--- src/rtl/microwave_pkg.sv ---
// Shared types and constants for the microwave front-panel controller.
// Holds the FSM state encoding, BCD/preset widths and the seconds-tens
// limit used to validate an mm:ss preset before cooking starts.
package microwave_pkg;

  localparam int BCD_W    = 4;
  localparam int PRESET_W = 16;

  // Largest legal seconds-tens digit (mm:59 is the longest valid seconds field).
  localparam logic [BCD_W-1:0] MAX_SEC_TENS = 4'd5;
  localparam logic [BCD_W-1:0] MAX_DIGIT    = 4'd9;

  typedef enum logic [2:0] {
    ST_IDLE  = 3'd0,
    ST_ENTRY = 3'd1,
    ST_LOAD  = 3'd2,
    ST_COOK  = 3'd3,
    ST_PAUSE = 3'd4,
    ST_DONE  = 3'd5
  } state_e;

  function automatic logic is_bcd_digit(input logic [BCD_W-1:0] d);
    return d <= MAX_DIGIT;
  endfunction

endpackage

--- src/rtl/tick_prescaler.sv ---
// Countdown-step prescaler: mod-TICK_DIV counter.
// Ports:
//   clk_i    - system clock
//   clr_i    - synchronous active-high reset
//   clear_i  - synchronous clear of the count (takes priority over counting)
//   cnt_en_i - advance the count this cycle; when low the count is held
//   tick_o   - combinational one-cycle pulse on the cycle the count wraps
module tick_prescaler #(
  parameter int TICK_DIV = 10
) (
  input  logic clk_i,
  input  logic clr_i,
  input  logic clear_i,
  input  logic cnt_en_i,
  output logic tick_o
);

  localparam int CW = (TICK_DIV > 1) ? $clog2(TICK_DIV) : 1;
  localparam logic [CW-1:0] LAST = CW'(TICK_DIV - 1);

  logic [CW-1:0] cnt_q, cnt_d;

  always_comb begin
    cnt_d  = cnt_q;
    tick_o = 1'b0;
    if (clear_i) begin
      cnt_d = '0;
    end else if (cnt_en_i) begin
      if (cnt_q == LAST) begin
        cnt_d  = '0;
        tick_o = 1'b1;
      end else begin
        cnt_d = cnt_q + 1'b1;
      end
    end
  end

  always_ff @(posedge clk_i) begin
    if (clr_i) cnt_q <= '0;
    else       cnt_q <= cnt_d;
  end

endmodule

--- src/rtl/microwave_ctrl.sv ---
// Microwave front-panel controller. Collects BCD keypad digits into an
// mm:ss preset, drives load/clear/enable of the downstream countdown chain
// and sequences cook, pause and done. All outputs are registered.
// Ports:
//   clk_i, clr_i        - clock, synchronous active-high reset
//   key_valid_i/digit_i - keypad strobe and BCD digit
//   start_i, stop_i     - start/resume and stop/cancel requests (levels)
//   door_open_i         - door switch, 1 = open
//   timer_zero_i        - counter chain reached 00:00
//   preset_o            - BCD mm:ss to counter data inputs
//   loadn_o, clrn_o     - active-low load / clear to counters
//   en_o                - count-down enable, one-cycle pulses
//   mag_on_o, beep_o    - magnetron and buzzer drive
//   state_o             - current FSM state (debug)
module microwave_ctrl
  import microwave_pkg::*;
#(
  parameter int TICK_DIV    = 10,
  parameter int BEEP_CYCLES = 30
) (
  input  logic                clk_i,
  input  logic                clr_i,
  input  logic                key_valid_i,
  input  logic [BCD_W-1:0]    key_digit_i,
  input  logic                start_i,
  input  logic                stop_i,
  input  logic                door_open_i,
  input  logic                timer_zero_i,
  output logic [PRESET_W-1:0] preset_o,
  output logic                loadn_o,
  output logic                clrn_o,
  output logic                en_o,
  output logic                mag_on_o,
  output logic                beep_o,
  output logic [2:0]          state_o
);

  localparam int BW = (BEEP_CYCLES > 1) ? $clog2(BEEP_CYCLES) : 1;
  localparam logic [BW-1:0] LAST_BEEP = BW'(BEEP_CYCLES - 1);

  state_e              state_q, state_d;
  logic [PRESET_W-1:0] preset_q, preset_d;
  logic [BW-1:0]       beep_cnt_q, beep_cnt_d;
  logic                loadn_q, clrn_q, clrn_d, en_q, mag_on_q, beep_q;
  logic                key_ok, start_ok, tick;
  logic [PRESET_W-1:0] shifted;

  // Prescaler only runs while cooking; LOAD restarts it, PAUSE holds it.
  tick_prescaler #(.TICK_DIV(TICK_DIV)) u_presc (
    .clk_i    (clk_i),
    .clr_i    (clr_i),
    .clear_i  (state_q == ST_LOAD),
    .cnt_en_i (state_q == ST_COOK),
    .tick_o   (tick)
  );

  assign key_ok   = key_valid_i && is_bcd_digit(key_digit_i);
  assign shifted  = {preset_q[PRESET_W-BCD_W-1:0], key_digit_i};
  // Only the seconds-tens digit is range-checked; minutes may be 00..99.
  assign start_ok = start_i && !door_open_i && (preset_q != '0) &&
                    (preset_q[7:4] <= MAX_SEC_TENS);

  always_comb begin
    state_d    = state_q;
    preset_d   = preset_q;
    clrn_d     = 1'b1;
    beep_cnt_d = (state_q == ST_DONE) ? beep_cnt_q + 1'b1 : '0;
    unique case (state_q)
      ST_IDLE: begin
        if (stop_i) begin
          preset_d = '0;
        end else if (key_ok) begin
          preset_d = shifted;
          state_d  = ST_ENTRY;
        end
      end
      ST_ENTRY: begin
        if (stop_i) begin
          preset_d = '0;
          state_d  = ST_IDLE;
        end else if (start_ok) begin
          state_d = ST_LOAD;
        end else if (key_ok) begin
          preset_d = shifted;
        end
      end
      ST_LOAD: state_d = ST_COOK;
      ST_COOK: begin
        if (timer_zero_i)                 state_d = ST_DONE;
        else if (stop_i || door_open_i)   state_d = ST_PAUSE;
      end
      ST_PAUSE: begin
        if (stop_i) begin
          preset_d = '0;
          clrn_d   = 1'b0;
          state_d  = ST_IDLE;
        end else if (start_i && !door_open_i) begin
          state_d = ST_COOK;
        end
      end
      ST_DONE: begin
        if (stop_i || beep_cnt_q == LAST_BEEP) state_d = ST_IDLE;
      end
      default: state_d = ST_IDLE;
    endcase
  end

  always_ff @(posedge clk_i) begin
    if (clr_i) begin
      state_q    <= ST_IDLE;
      preset_q   <= '0;
      beep_cnt_q <= '0;
      loadn_q    <= 1'b1;
      clrn_q     <= 1'b0;
      en_q       <= 1'b0;
      mag_on_q   <= 1'b0;
      beep_q     <= 1'b0;
    end else begin
      state_q    <= state_d;
      preset_q   <= preset_d;
      beep_cnt_q <= beep_cnt_d;
      clrn_q     <= clrn_d;
      // Outputs decode the next state so they line up with state_q.
      loadn_q    <= (state_d != ST_LOAD);
      mag_on_q   <= (state_d == ST_COOK);
      beep_q     <= (state_d == ST_DONE);
      // A wrap on the edge that leaves COOK is dropped, never delayed.
      en_q       <= tick && (state_d == ST_COOK);
    end
  end

  assign preset_o = preset_q;
  assign loadn_o  = loadn_q;
  assign clrn_o   = clrn_q;
  assign en_o     = en_q;
  assign mag_on_o = mag_on_q;
  assign beep_o   = beep_q;
  assign state_o  = state_q;

endmodule

--- config.mk ---
export PLATFORM = sky130hd
export DESIGN_NAME = microwave_ctrl
export DESIGN_NICKNAME = d
export VERILOG_FILES = /design/src/rtl/microwave_pkg.sv /design/src/rtl/tick_prescaler.sv /design/src/rtl/microwave_ctrl.sv
export SDC_FILE = /design/constraint.sdc
export NUM_CORES = 1
export LEC_CHECK = 0
export ABC_AREA = 1
export CAP_MARGIN = 5
export CORE_ASPECT_RATIO = 1.25
export CORE_UTILIZATION = 55
export CTS_BUF_LIST = sky130_fd_sc_hd__clkbuf_2
export DETAILED_ROUTE_END_ITERATION = 6
export DONT_BUFFER_PORTS = 1
export PLACE_DENSITY_LB_ADDON = 0.25
export RECOVER_POWER = 25
export SETUP_SLACK_MARGIN = 0.2
export SYNTH_ARGS = -nofsm -noshare
export SYNTH_HDL_FRONTEND = slang
export SYNTH_SLANG_ARGS = --single-unit
--- constraint.sdc ---
create_clock -name clk_i -period 1.45 [get_ports clk_i]
set_input_delay 0 -clock clk_i [delete_from_list [all_inputs] [get_ports clk_i]]
set_output_delay 0 -clock clk_i [all_outputs]
set_load 0.01 [all_outputs]
Yosys cells after proc, flatten, opt, wreduce, memory -nomap -nowiden
Index checks and enable logic that the tools add are counted. Widths: inputs -> output; s select.

Register bits: 33. Bits of input ports: 11. Word-level logic and storage cells: 62.

Add/subtract/negate cells: 2. $lt $le $gt $ge: 2. Equality and inequality tests: 12. Mux-type cells: 22. Bitwise logic cells: 1. Reductions and logical operators: 14.

Operators by type and width (number): $mux 16 (5); $pmux 16 s3 (1); $mux 3 (9); $pmux 3 s6 (1); $reduce_bool 16->1 (1); $eq 3x2->1 const B (3); $eq 3x3->1 const B (3); $add 5x1->5 const B (1); $eq 5x5->1 const B (1); $logic_and 1x1->1 (5); $mux 1 (5); $add 4x1->4 const B (1); $eq 4x4->1 const B (1); $le 4x3->1 const B (1); $le 4x4->1 const B (1); $mux 4 (1); $reduce_or 2->1 (2); $eq 3x1->1 const B (1); $logic_not 3->1 (1); $ne 3x2->1 const B (1); $ne 3x3->1 const B (1); $reduce_and 3->1 (1); $reduce_bool 3->1 (1); $logic_or 1x1->1 (2); 3 further kinds (3).

Longest topological paths before layout
Gate-level depths: netlist (run 1).

Depth after elaboration: 9. Gate-level depth with buffers: 9. Mapped depth without buffers: 9.

Modules after synthesis
Synthesis (run 1) repeated with hierarchy kept, for this count alone.

Cells, all modules: 200. Area total of the unflattened synthesis: 1606.5 um^2.

Modules (own cells, without submodules): microwave_ctrl (instances 1, cells each 171, area each 1400.1 um^2); tick_prescaler (instances 1, cells each 29, area each 206.4 um^2).

Worst setup path before layout (run 1)
OpenSTA, ideal clock, no wires.

Path kind: register to register. Start point: register state_q[0] (netlist: state_o[0]). End point: register preset_q[5] (netlist: preset_o[5]). Library setup time: 0.115 ns. Arrival time: 1.261 ns. Required time: 1.335 ns. Path slack: 0.074 ns. Cell stages (with the launch flop): 9. Path buffers: 1. Clock period less this slack: 1.376 ns. Cells stage by stage: dfxtp_1 > nor2_2 > nand2_2 > nand3_2 > a21oi_4 > buf_4 > nand3_1 > nand2_1 > nor2_1.

Cells in the longest elaborated chain, start to end: 3. Elaborated cells on any way between the ends: 8. Those cells by class: 4 x eq/ne; 1 x mux; 3 x reduce/logical.

RTL lines: start: declaration (RTL line microwave_ctrl.sv:41) `state_e state_q, state_d;`; start signal: assignment (RTL line microwave_ctrl.sv:119) `state_q <= state_d;`; $eq 3x1->1, or another cell as far along (RTL line microwave_ctrl.sv:68) `unique case (state_q)`; $ne 3x3->1 (no line), or another cell as far along; $reduce_and 3->1 (no line); end signal: assignment (RTL line microwave_ctrl.sv:120) `preset_q <= preset_d;`; end: declaration (RTL line microwave_ctrl.sv:42) `logic [PRESET_W-1:0] preset_q, preset_d;`.

Parallel ways exist; a longest one is shown, timed or not. A chain may end at the register's enable or synchronous reset.

Final worst setup path (run 1)
Start point: register preset_q[7] (netlist: preset_o[7]). End point: register preset_q[9] (netlist: preset_o[9]).

Cells in the longest elaborated chain, start to end: 5. Elaborated cells on any way between the ends: 6. Those cells by class: 1 x order compare; 1 x eq/ne; 4 x reduce/logical.

RTL lines: parallel branches: the longest is 2 deep, another holds $le 4x3->1; $logic_and 1x1->1 (*) (RTL line microwave_ctrl.sv:60) `assign start_ok = start_i && !door_open_i && (preset_q != '0) &&`; $ne 3x3->1 (no line) (*); $reduce_and 3->1 (no line) (*).

Mark *: on every way between the ends.

==> results of run 1 <==
## per-layer routing
metal | vias to the layer above | GRT usage [%] | share of wire (%)
li1 | 843 | - | -
met5 | - | 0 | 0
met4 | 0 | 18.4 | 3.7
met3 | 16 | 9.49 | 6.4
met2 | 76 | 52.6 | 52
met1 | 821 | 29.1 | 38
## metrics by stage
stage / hold WS [ns] / setup TNS (ns) / worst slack (ns) / util, % / cells
after floorplan: 0.0617 / 0 / 0.209 / - / 235
after global placement: 0.0631 / 0 / 0.142 / 66.7 / 283
after detailed placement: 0.0656 / 0 / 0.0720 / 66.7 / 283
after CTS: -0.370 / 0 / 0.0933 / 76.6 / 306
after global routing: -0.404 / -0.345 / -0.0710 / 83.4 / 311
final: -0.368 / -0.0469 / -0.0429 / 83.4 / 311
## final cells by class
| cell class | count | area [µm²] | share of cell area [%] |
|---|---|---|---|
| Tap cell | 34 | 42.5 | 1.88 |
| Clock inverter | 3 | 12.5 | 0.554 |
| Inverter | 16 | 60.1 | 2.66 |
| Multi-Input combinational cell | 177 | 983 | 43.5 |
| Timing Repair Buffer | 43 | 449 | 19.9 |
| Sequential cell | 33 | 686 | 30.4 |
| Clock buffer | 5 | 25.0 | 1.11 |
## cells in the final DEF (no fill, tap or decap), types with 2 or more instances in the layout
master / instances
a21oi_1: 15
nand3_1: 16
buf_12: 3
clkbuf_1: 6
nor2_4: 8
nand2_2: 3
clkbuf_16: 2
clkbuf_2: 5
inv_2: 4
buf_16: 2
o21ai_0: 4
nand4_1: 3
inv_1: 11
or2_2: 2
a21oi_2: 4
dfxtp_4: 6
a21oi_4: 4
dfxtp_1: 25
nor3_1: 3
clkinv_1: 3
dfxtp_2: 2
ha_1: 2
buf_6: 5
nor2_2: 6
dlygate4sd3_1: 7
nand2_1: 59
nor2_1: 35
o21ai_2: 2
buf_4: 18
nand3_2: 6
## report_power, final
| group | internal [mW] | switching [mW] |
|---|---|---|
| clock network | 0.105 | 0.330 |
| registers | 0.940 | 0.0383 |
| logic | 0.199 | 0.238 |
## worst paths after layout
path / start / endpoint / slack, ns / cells past startpoint
worst min-delay path: clr_i / state_o[1]$_SDFF_PP0_ / -0.37 / 1
worst min register to register: beep_cnt_q[0]$_SDFF_PP0_ / beep_cnt_q[0]$_SDFF_PP0_ / 0.44 / 1
worst max register to register: preset_o[7]$_SDFFE_PP0P_ / preset_o[9]$_SDFFE_PP0P_ / -0.04 / 9
worst max-delay path: preset_o[7]$_SDFFE_PP0P_ / preset_o[9]$_SDFFE_PP0P_ / -0.04 / 9
## sequential cells by signal (all words and copies together) (netlist names)
register,flops
preset_o,16
beep_o,1
mag_on_o,1
u_presc.cnt_q,4
clrn_o,1
loadn_o,1
state_o,3
en_o,1
beep_cnt_q,5
## worst register-to-register path, cell delays in order (launching register included)
cell and delay, ns:
dfxtp_4 0.41, nor2_4 0.11, nand2_1 0.07, nor2_2 0.13
nand2_2 0.09, nand3_4 0.16, buf_12 0.15, nand3_1 0.10
nand2_1 0.13, nor2_1 0.06
## repair_timing
| item | CTS | global route |
|---|---|---|
| cloned | 2 | 3 |
| gates resized for setup | 19 | 36 |
| hold endpoints to repair | 27 | 18 |
| setup buffers | 6 | 2 |
| pin swaps | 5 | 6 |
| endpoints found under the setup margin | 22 | 22 |
## cells by family after synthesis
logic type	count (synthesis)	share of synthesized area, %
buffers and inverters	25	7.02
adders and majority gates	2	1.58
xor gates and xnor gates	1	0.552
and+or+nand+nor	144	38.2
DFF	33	41.6
AOI/OAI and AO/OA	30	11.0
==> flow_summary.toml, run 1 <==
[sta]
period_needed_ns = 1.49
clock_skew_ns = 0.0203
fmax_mhz = 670
slew_headroom_pct = 78.2
layout_setup_ws_ns = -0.0429
finalMaxSlewViolations = 0
fin_crit_sh_pct = 103
rsz0062_at_grt = "yes"
setup_viol = 2
worst_slew_pin_slew_ns = 0.323
hold_violations = 17
whs_ns = -0.368

[place]
dpl_cell_area_um2 = 1810
gp_routability_congestion = 0.873
dp_hpwl_um = 2430
port_buffers = 0

[route]
dr.pass1.iters = 4
wire_per_inst_um = 15.7
ant_nets = 0
wl_um = 4880
vias = 1756
first_iter_violations = 68
drcViolationCount = 0
via_per_inst = 5.65

[logic_synthesis]
synth_edf_count = 0
yosysUniqueCellTypes = 25
synthFlopType = "dfxtp_1"
netlist_instances = 235
synth_area_leaders = "dfxtp_1, nand2_1, nor2_1"
ys_seq_area_share_pct = 41.6
yosysTopAreaCell = "dfxtp_1"
async_flop_share_pct = 0
yosys_register_bits = 33
syn_area_per_cell_um2 = 6.75
netlist_top_cells_count = "nand2_1, nor2_1, dfxtp_1"
synth.most_common_cell = "nand2_1"
yosysWarnings = 0
synth_fp_nets = 248
synth_top_area_share_pct = 41.6
synthesis.area_um2 = 1590

[clock_tree]
cts_tree = "yes"
insertion_delay_ns = 0.39
clk_path_buf_depth = 2
clk_pin_slew_ns = 0.18
htree_levels = 2
cts-root-buf = "clkbuf_2"
cts_buffers = 5
ctsHoldBuffers = 7
clock-sinks = 33

[global_route]
first_global_vias = 1570
grt_overflow = 0
grt_antenna_before_repair = 0
grt_start_max_net_pins = 28
grt_pass1_wl_um = 6600
grtUsageTotal_pct = 29.1

[status]
violations = "negative hold slack, negative setup slack"
status = "finished with violations"

[critical_path]
setup.worst_path.class = "flip-flop to flip-flop"
startpoint_type = "flip-flop"
cp-end-kind = "flip-flop"
critPathBufInv = 1
slowest_delay_ns = 0.41
crit_slowest_cell = "dfxtp_4"
critPathMaxFanout = 7
required_ns = 1.76
worst_path_most_repeated_cell = "nand2_1"
timing.critical_path.max_delay_family = "simple AND/OR/NAND/NOR gates"
arrival_ns = 1.81
crit_path_cell_trace = "nor2_4, nand2_1, nor2_2, nand2_2, nand3_4, buf_12, nand3_1, nand2_1, nor2_1"

[floorplanning]
dieHeight_um = 62.1
num_rows = 21
start_util_pct = 58.6
die_w_um = 50.0
io_pins = 35
core_area_um2 = 2710
die-area_um2 = 3100

[finish]
design_area_um2 = 2260
nFillCells = 174
fin_nets = 289
areaGrowthSynthToFinish_pct = 42.4
drive_gt1_share_pct = 30.7
num_antenna_cells = 0

[power]
leakagePower_nw = 0.997
power_mw = 1.85
powerDensity_nw_per_um2 = 820
ir_worst_vdd_mv = 0.671

[flow_run]
cap_violations = 0

[worst_hold_path]
hp-class = "input port to flip-flop"
Power figures use the tool's default switching activity.
==> inputs of run 2 (changes only) <==
- HOLD_SLACK_MARGIN: unset -> 0.15
==> run 2 against run 1 <==
  * The flow still finishes with violations (negative hold slack, negative setup slack)
  * Sequential share of layout area grew 0.14 points
  * Worst setup slack lost 0.0022 ns
  * Via count grew 1.0%
  * Hold slack lost 0.0079 ns
  * Global-route usage shrank 1.4 points
  * Core utilization shrank 0.093 points
  * Cell area shrank 0.11%
  * Die area is the same
==> flow_summary.toml, run 2 (synthesis results as in run 1) <==
[status]
status = "finished with violations"
violations = "negative hold slack, negative setup slack"

[critical_path]
critPathMaxFanout = 7
slowest_delay_ns = 0.41
setup.worst_path.class = "flip-flop to flip-flop"
crit_slowest_cell = "dfxtp_4"
worst_path_most_repeated_cell = "nand2_2"
required_ns = 1.77
crit_path_start = "preset_o[7]$_SDFFE_PP0P_"
cp-end-kind = "flip-flop"
crit_path_cell_trace = "nor2_4, nand2_2, nor2_2, nand2_2, nand3_4, buf_12, nand3_1, nand2_1, nor2_1"
startpoint_type = "flip-flop"
reg2reg_from = "preset_o[7]$_SDFFE_PP0P_"
arrival_ns = 1.81

[sta]
hold_violations = 15
period_needed_ns = 1.50
worst_slew_pin_slew_ns = 0.322
whs_ns = -0.376
clock_skew_ns = 0.0247
setup_viol = 3
slew_headroom_pct = 78.3
fmax_mhz = 669
fin_crit_sh_pct = 103
rsz0062_at_grt = "yes"
finalMaxSlewViolations = 0
layout_setup_ws_ns = -0.0450

[route]
ant_nets = 0
via_per_inst = 5.72
met3WireLength_um = 377
vias = 1774
wl_met1_um = 1890
dr.pass1.iters = 5
wire_per_inst_um = 16.8
highest_layer = "met4"
wl_um = 5210
first_iter_violations = 100
drcViolationCount = 0
wl_met2_um = 2750

[power]
ir_worst_vdd_mv = 0.735
power_mw = 1.88
powerDensity_nw_per_um2 = 831
leakagePower_nw = 0.994

[global_route]
grt_pass1_wl_um = 6310
grt_start_max_net_pins = 28
grt_antenna_before_repair = 0
first_global_vias = 1545
grtUsageTotal_pct = 27.6
grt_overflow = 0

[place]
place_inst = 283
port_buffers = 0
gp_routability_congestion = 0.873
dp_hpwl_um = 2430

[worst_hold_path]
hp-class = "input port to flip-flop"
hp-start = "clr_i"

[clock_tree]
ctsHoldBuffers = 5
cts_tree = "yes"
clk_pin_slew_ns = 0.17
clock-sinks = 33
clk_path_buf_depth = 2
htree_levels = 2
cts-root-buf = "clkbuf_2"
cts_buffers = 5
insertion_delay_ns = 0.41

[flow_run]
cap_violations = 0

[floorplanning]
core_area_um2 = 2710
io_pins = 35
num_rows = 21
die-area_um2 = 3100
start_util_pct = 58.6
dieHeight_um = 62.1
die_w_um = 50.0

[finish]
fin_nets = 288
final_common_cell = "nand2_1"
largest_reg_flops = 16
nFillCells = 173
areaGrowthSynthToFinish_pct = 42.2
drive_gt1_share_pct = 30.4
layout.cells.non_filler = 310
mostFrequentLayoutCells = "nand2_1, nor2_1, dfxtp_1"
num_antenna_cells = 0
## run 2: critical path, delay by kind of cell (launching register included)
| kind | cells | cell delay, ns |
|---|---|---|
| and+or+nand+nor | 8 | 0.85 |
| DFF | 1 | 0.41 |
| buffers and inverters | 1 | 0.14 |
## run 2: report_power, final
group          internal, mW  switching [mW]  total, mW
clock                 0.105           0.333      0.438
combinational         0.203           0.250      0.453
sequential            0.941          0.0429      0.984
## run 2: final timing paths
kind / to / slack (ns) / cells after the start
setup / recovery: preset_o[9]$_SDFFE_PP0P_ / -0.05 / 9
setup reg to reg: preset_o[9]$_SDFFE_PP0P_ / -0.05 / 9
hold / removal: state_o[1]$_SDFF_PP0_ / -0.38 / 1
hold reg to reg: beep_cnt_q[0]$_SDFF_PP0_ / 0.44 / 1
## run 2: final cells by class
class	instances	area (µm²)	area share (%)
well taps	34	42.5	1.89
repair buffers	42	454	20.1
clock inverters	3	12.5	0.555
flip-flops and latches	33	688	30.5
multi-input cells	177	973	43.2
clock buffers	5	25.0	1.11
inverters	16	60.1	2.66
## run 2: through the flow
stage / hold WS (ns) / cell area, µm² / util (%) / setup TNS (ns) / worst slack (ns)
floorplan: 0.0617 / 1610 / - / 0 / 0.209
global placement: 0.0631 / 1810 / 66.7 / 0 / 0.142
detailed placement: 0.0656 / 1810 / 66.7 / 0 / 0.0720
CTS: -0.370 / 2050 / 75.9 / 0 / 0.0932
global route: -0.402 / 2260 / 83.4 / -0.797 / -0.193
finish: -0.376 / 2260 / 83.4 / -0.107 / -0.0450
## run 2: layer usage
metal,GRT usage [%],up-vias
li1,-,839
met1,28.0,810
met2,50.3,104
met3,8.03,21
met4,18.0,0
met5,0,-
## run 2: what timing repair did
action,CTS,global route
endpoints found under the setup margin,22,22
hold endpoints to repair,33,33
gates cloned,2,4
pin swaps,5,8
buffers inserted,6,2
resized for setup,19,36
==> inputs of run 3 (changes only) <==
- CTS_BUF_LIST: sky130_fd_sc_hd__clkbuf_2 -> sky130_fd_sc_hd__clkbuf_8
==> run 3 against run 2 <==
  * The run ends with negative setup slack left
  * Non-clock buffer count grew 2
  * Power grew 16%
  * Clock power grew 77%
  * Sequential power shrank 0.9%
  * Maximum frequency grew 1.8%
  * Sequential share of layout area shrank 0.19 points
  * Clock-buffer cell count grew 2
  * Critical path depth is the same
  * Global-route usage grew 1.0 points
  * Critical path type unchanged
==> flow_summary.toml, run 3 (synthesis results as in run 1) <==
[floorplanning]
core_area_um2 = 2710
die_w_um = 50.0
num_rows = 21
die-area_um2 = 3100
start_util_pct = 58.6
io_pins = 35
dieHeight_um = 62.1

[critical_path]
required_ns = 1.64
timing.critical_path.max_delay_family = "simple AND/OR/NAND/NOR gates"
setup.worst_path.class = "flip-flop to flip-flop"
cp-end-kind = "flip-flop"
reg2reg_from = "preset_o[7]$_SDFFE_PP0P_"
crit_path_cell_trace = "nor2_2, nand2_1, nor2_2, nand2_2, nand3_4, clkbuf_16, nand3_1, nand2_1, nor2_1"
crit_path_start = "preset_o[7]$_SDFFE_PP0P_"
startpoint_type = "flip-flop"
crit_slowest_cell = "dfxtp_2"
slowest_delay_ns = 0.37
arrival_ns = 1.66
critPathMaxFanout = 13
critPathBufInv = 1

[sta]
fin_crit_sh_pct = 101
worst_slew_pin_slew_ns = 0.418
whs_ns = 0.141
hold_violations = 0
layout_setup_ws_ns = -0.0190
period_needed_ns = 1.47
rsz0062_at_grt = "yes"
clock_skew_ns = 0.00789
fmax_mhz = 681
slew_headroom_pct = 71.9
setup_viol = 2
finalMaxSlewViolations = 0

[power]
ir_worst_vdd_mv = 0.995
powerDensity_nw_per_um2 = 972
leakagePower_nw = 0.990

[place]
port_buffers = 0
gp_routability_congestion = 0.873
dpl_cell_area_um2 = 1810
dp_hpwl_um = 2430

[route]
wl_um = 4840
via_per_inst = 5.68
first_iter_violations = 68
drcViolationCount = 0
wire_per_inst_um = 15.5
vias = 1773
dr.pass1.iters = 5
ant_nets = 0

[clock_tree]
htree_levels = 2
clk_pin_slew_ns = 0.07
clock-sinks = 33
cts-root-buf = "clkbuf_8"
cts_buffers = 5
insertion_delay_ns = 0.29
clk_path_buf_depth = 2
cts_tree = "yes"

[status]
status = "finished with violations"
violations = "negative setup slack"

[finish]
num_antenna_cells = 0
design_area_um2 = 2240
mostFrequentLayoutCells = "nand2_1, nor2_1, dfxtp_1"
final_common_cell = "nand2_1"
areaGrowthSynthToFinish_pct = 41.0
largest_reg_flops = 16
drive_gt1_share_pct = 26.6
fin_nets = 290
nFillCells = 158

[worst_hold_path]
hp-start = "timer_zero_i"
hp-class = "input port to flip-flop"

[flow_run]
cap_violations = 0

[global_route]
grt_start_max_net_pins = 28
grt_pass1_wl_um = 6510
first_global_vias = 1596
grtUsageTotal_pct = 28.7
grt_antenna_before_repair = 0
grt_overflow = 0
[run 3: report_power, final]
part           internal [mW]  switching, mW
clock network          0.429          0.348
logic                  0.191          0.231
registers              0.942         0.0336
[run 3: worst paths after layout]
check	depth (start not counted)	to	slack, ns
setup / recovery	9	preset_o[10]$_SDFFE_PP0P_	-0.02
hold / removal	6	loadn_o$_SDFF_PP1_	0.14
setup reg to reg	9	preset_o[10]$_SDFFE_PP0P_	-0.02
hold reg to reg	1	beep_cnt_q[0]$_SDFF_PP0_	0.43
[run 3: area by class of cell]
| class | instances | area [µm²] | area share [%] |
|---|---|---|---|
| tap | 34 | 42.5 | 1.90 |
| clock buffer | 7 | 96.3 | 4.31 |
| inverter | 16 | 62.6 | 2.80 |
| sequential | 33 | 678 | 30.3 |
| multi-input combinational | 177 | 905 | 40.4 |
| clock inverter | 1 | 5.00 | 0.224 |
| timing repair buffer | 44 | 448 | 20.0 |
[run 3: metal layers]
layer  track usage, %  part of all wire [%]  up-vias
met5                0                     0        -
met4             20.8                   4.0        0
met3             9.25                   6.3       21
met2             50.1                    52       85
met1             29.3                    38      824
li1                 -                     -      843
[run 3: metrics by stage]
| step | total power, mW | setup TNS, ns | worst slack [ns] | utilization (%) | cells |
|---|---|---|---|---|---|
| 2_1_floorplan | 1.19 | 0 | 0.209 | - | 235 |
| 3_3_place_gp | 1.29 | 0 | 0.142 | 66.7 | 283 |
| 3_5_place_dp | 1.29 | 0 | 0.0720 | 66.7 | 283 |
| 4_1_cts | 2.12 | 0 | 0.113 | 78.4 | 306 |
| 5_1_grt | 2.26 | -0.275 | -0.0494 | 82.7 | 312 |
| 6_report | 2.17 | -0.0297 | -0.0190 | 82.7 | 312 |
[run 3: repair_timing]
item	4_1_cts	5_1_grt
hold buffers	8	2
hold endpoints to repair	30	18
resized for setup	14	21
pin swaps	0	2
setup endpoints to repair	22	22
buffers inserted	5	3
cloned	2	1
[run 3: tightest hold or removal path, delay by kind of cell]
kind | cells | cell delay [ns]
and+or+nand+nor | 5 | 0.38
buffers and inverters | 1 | 0.03
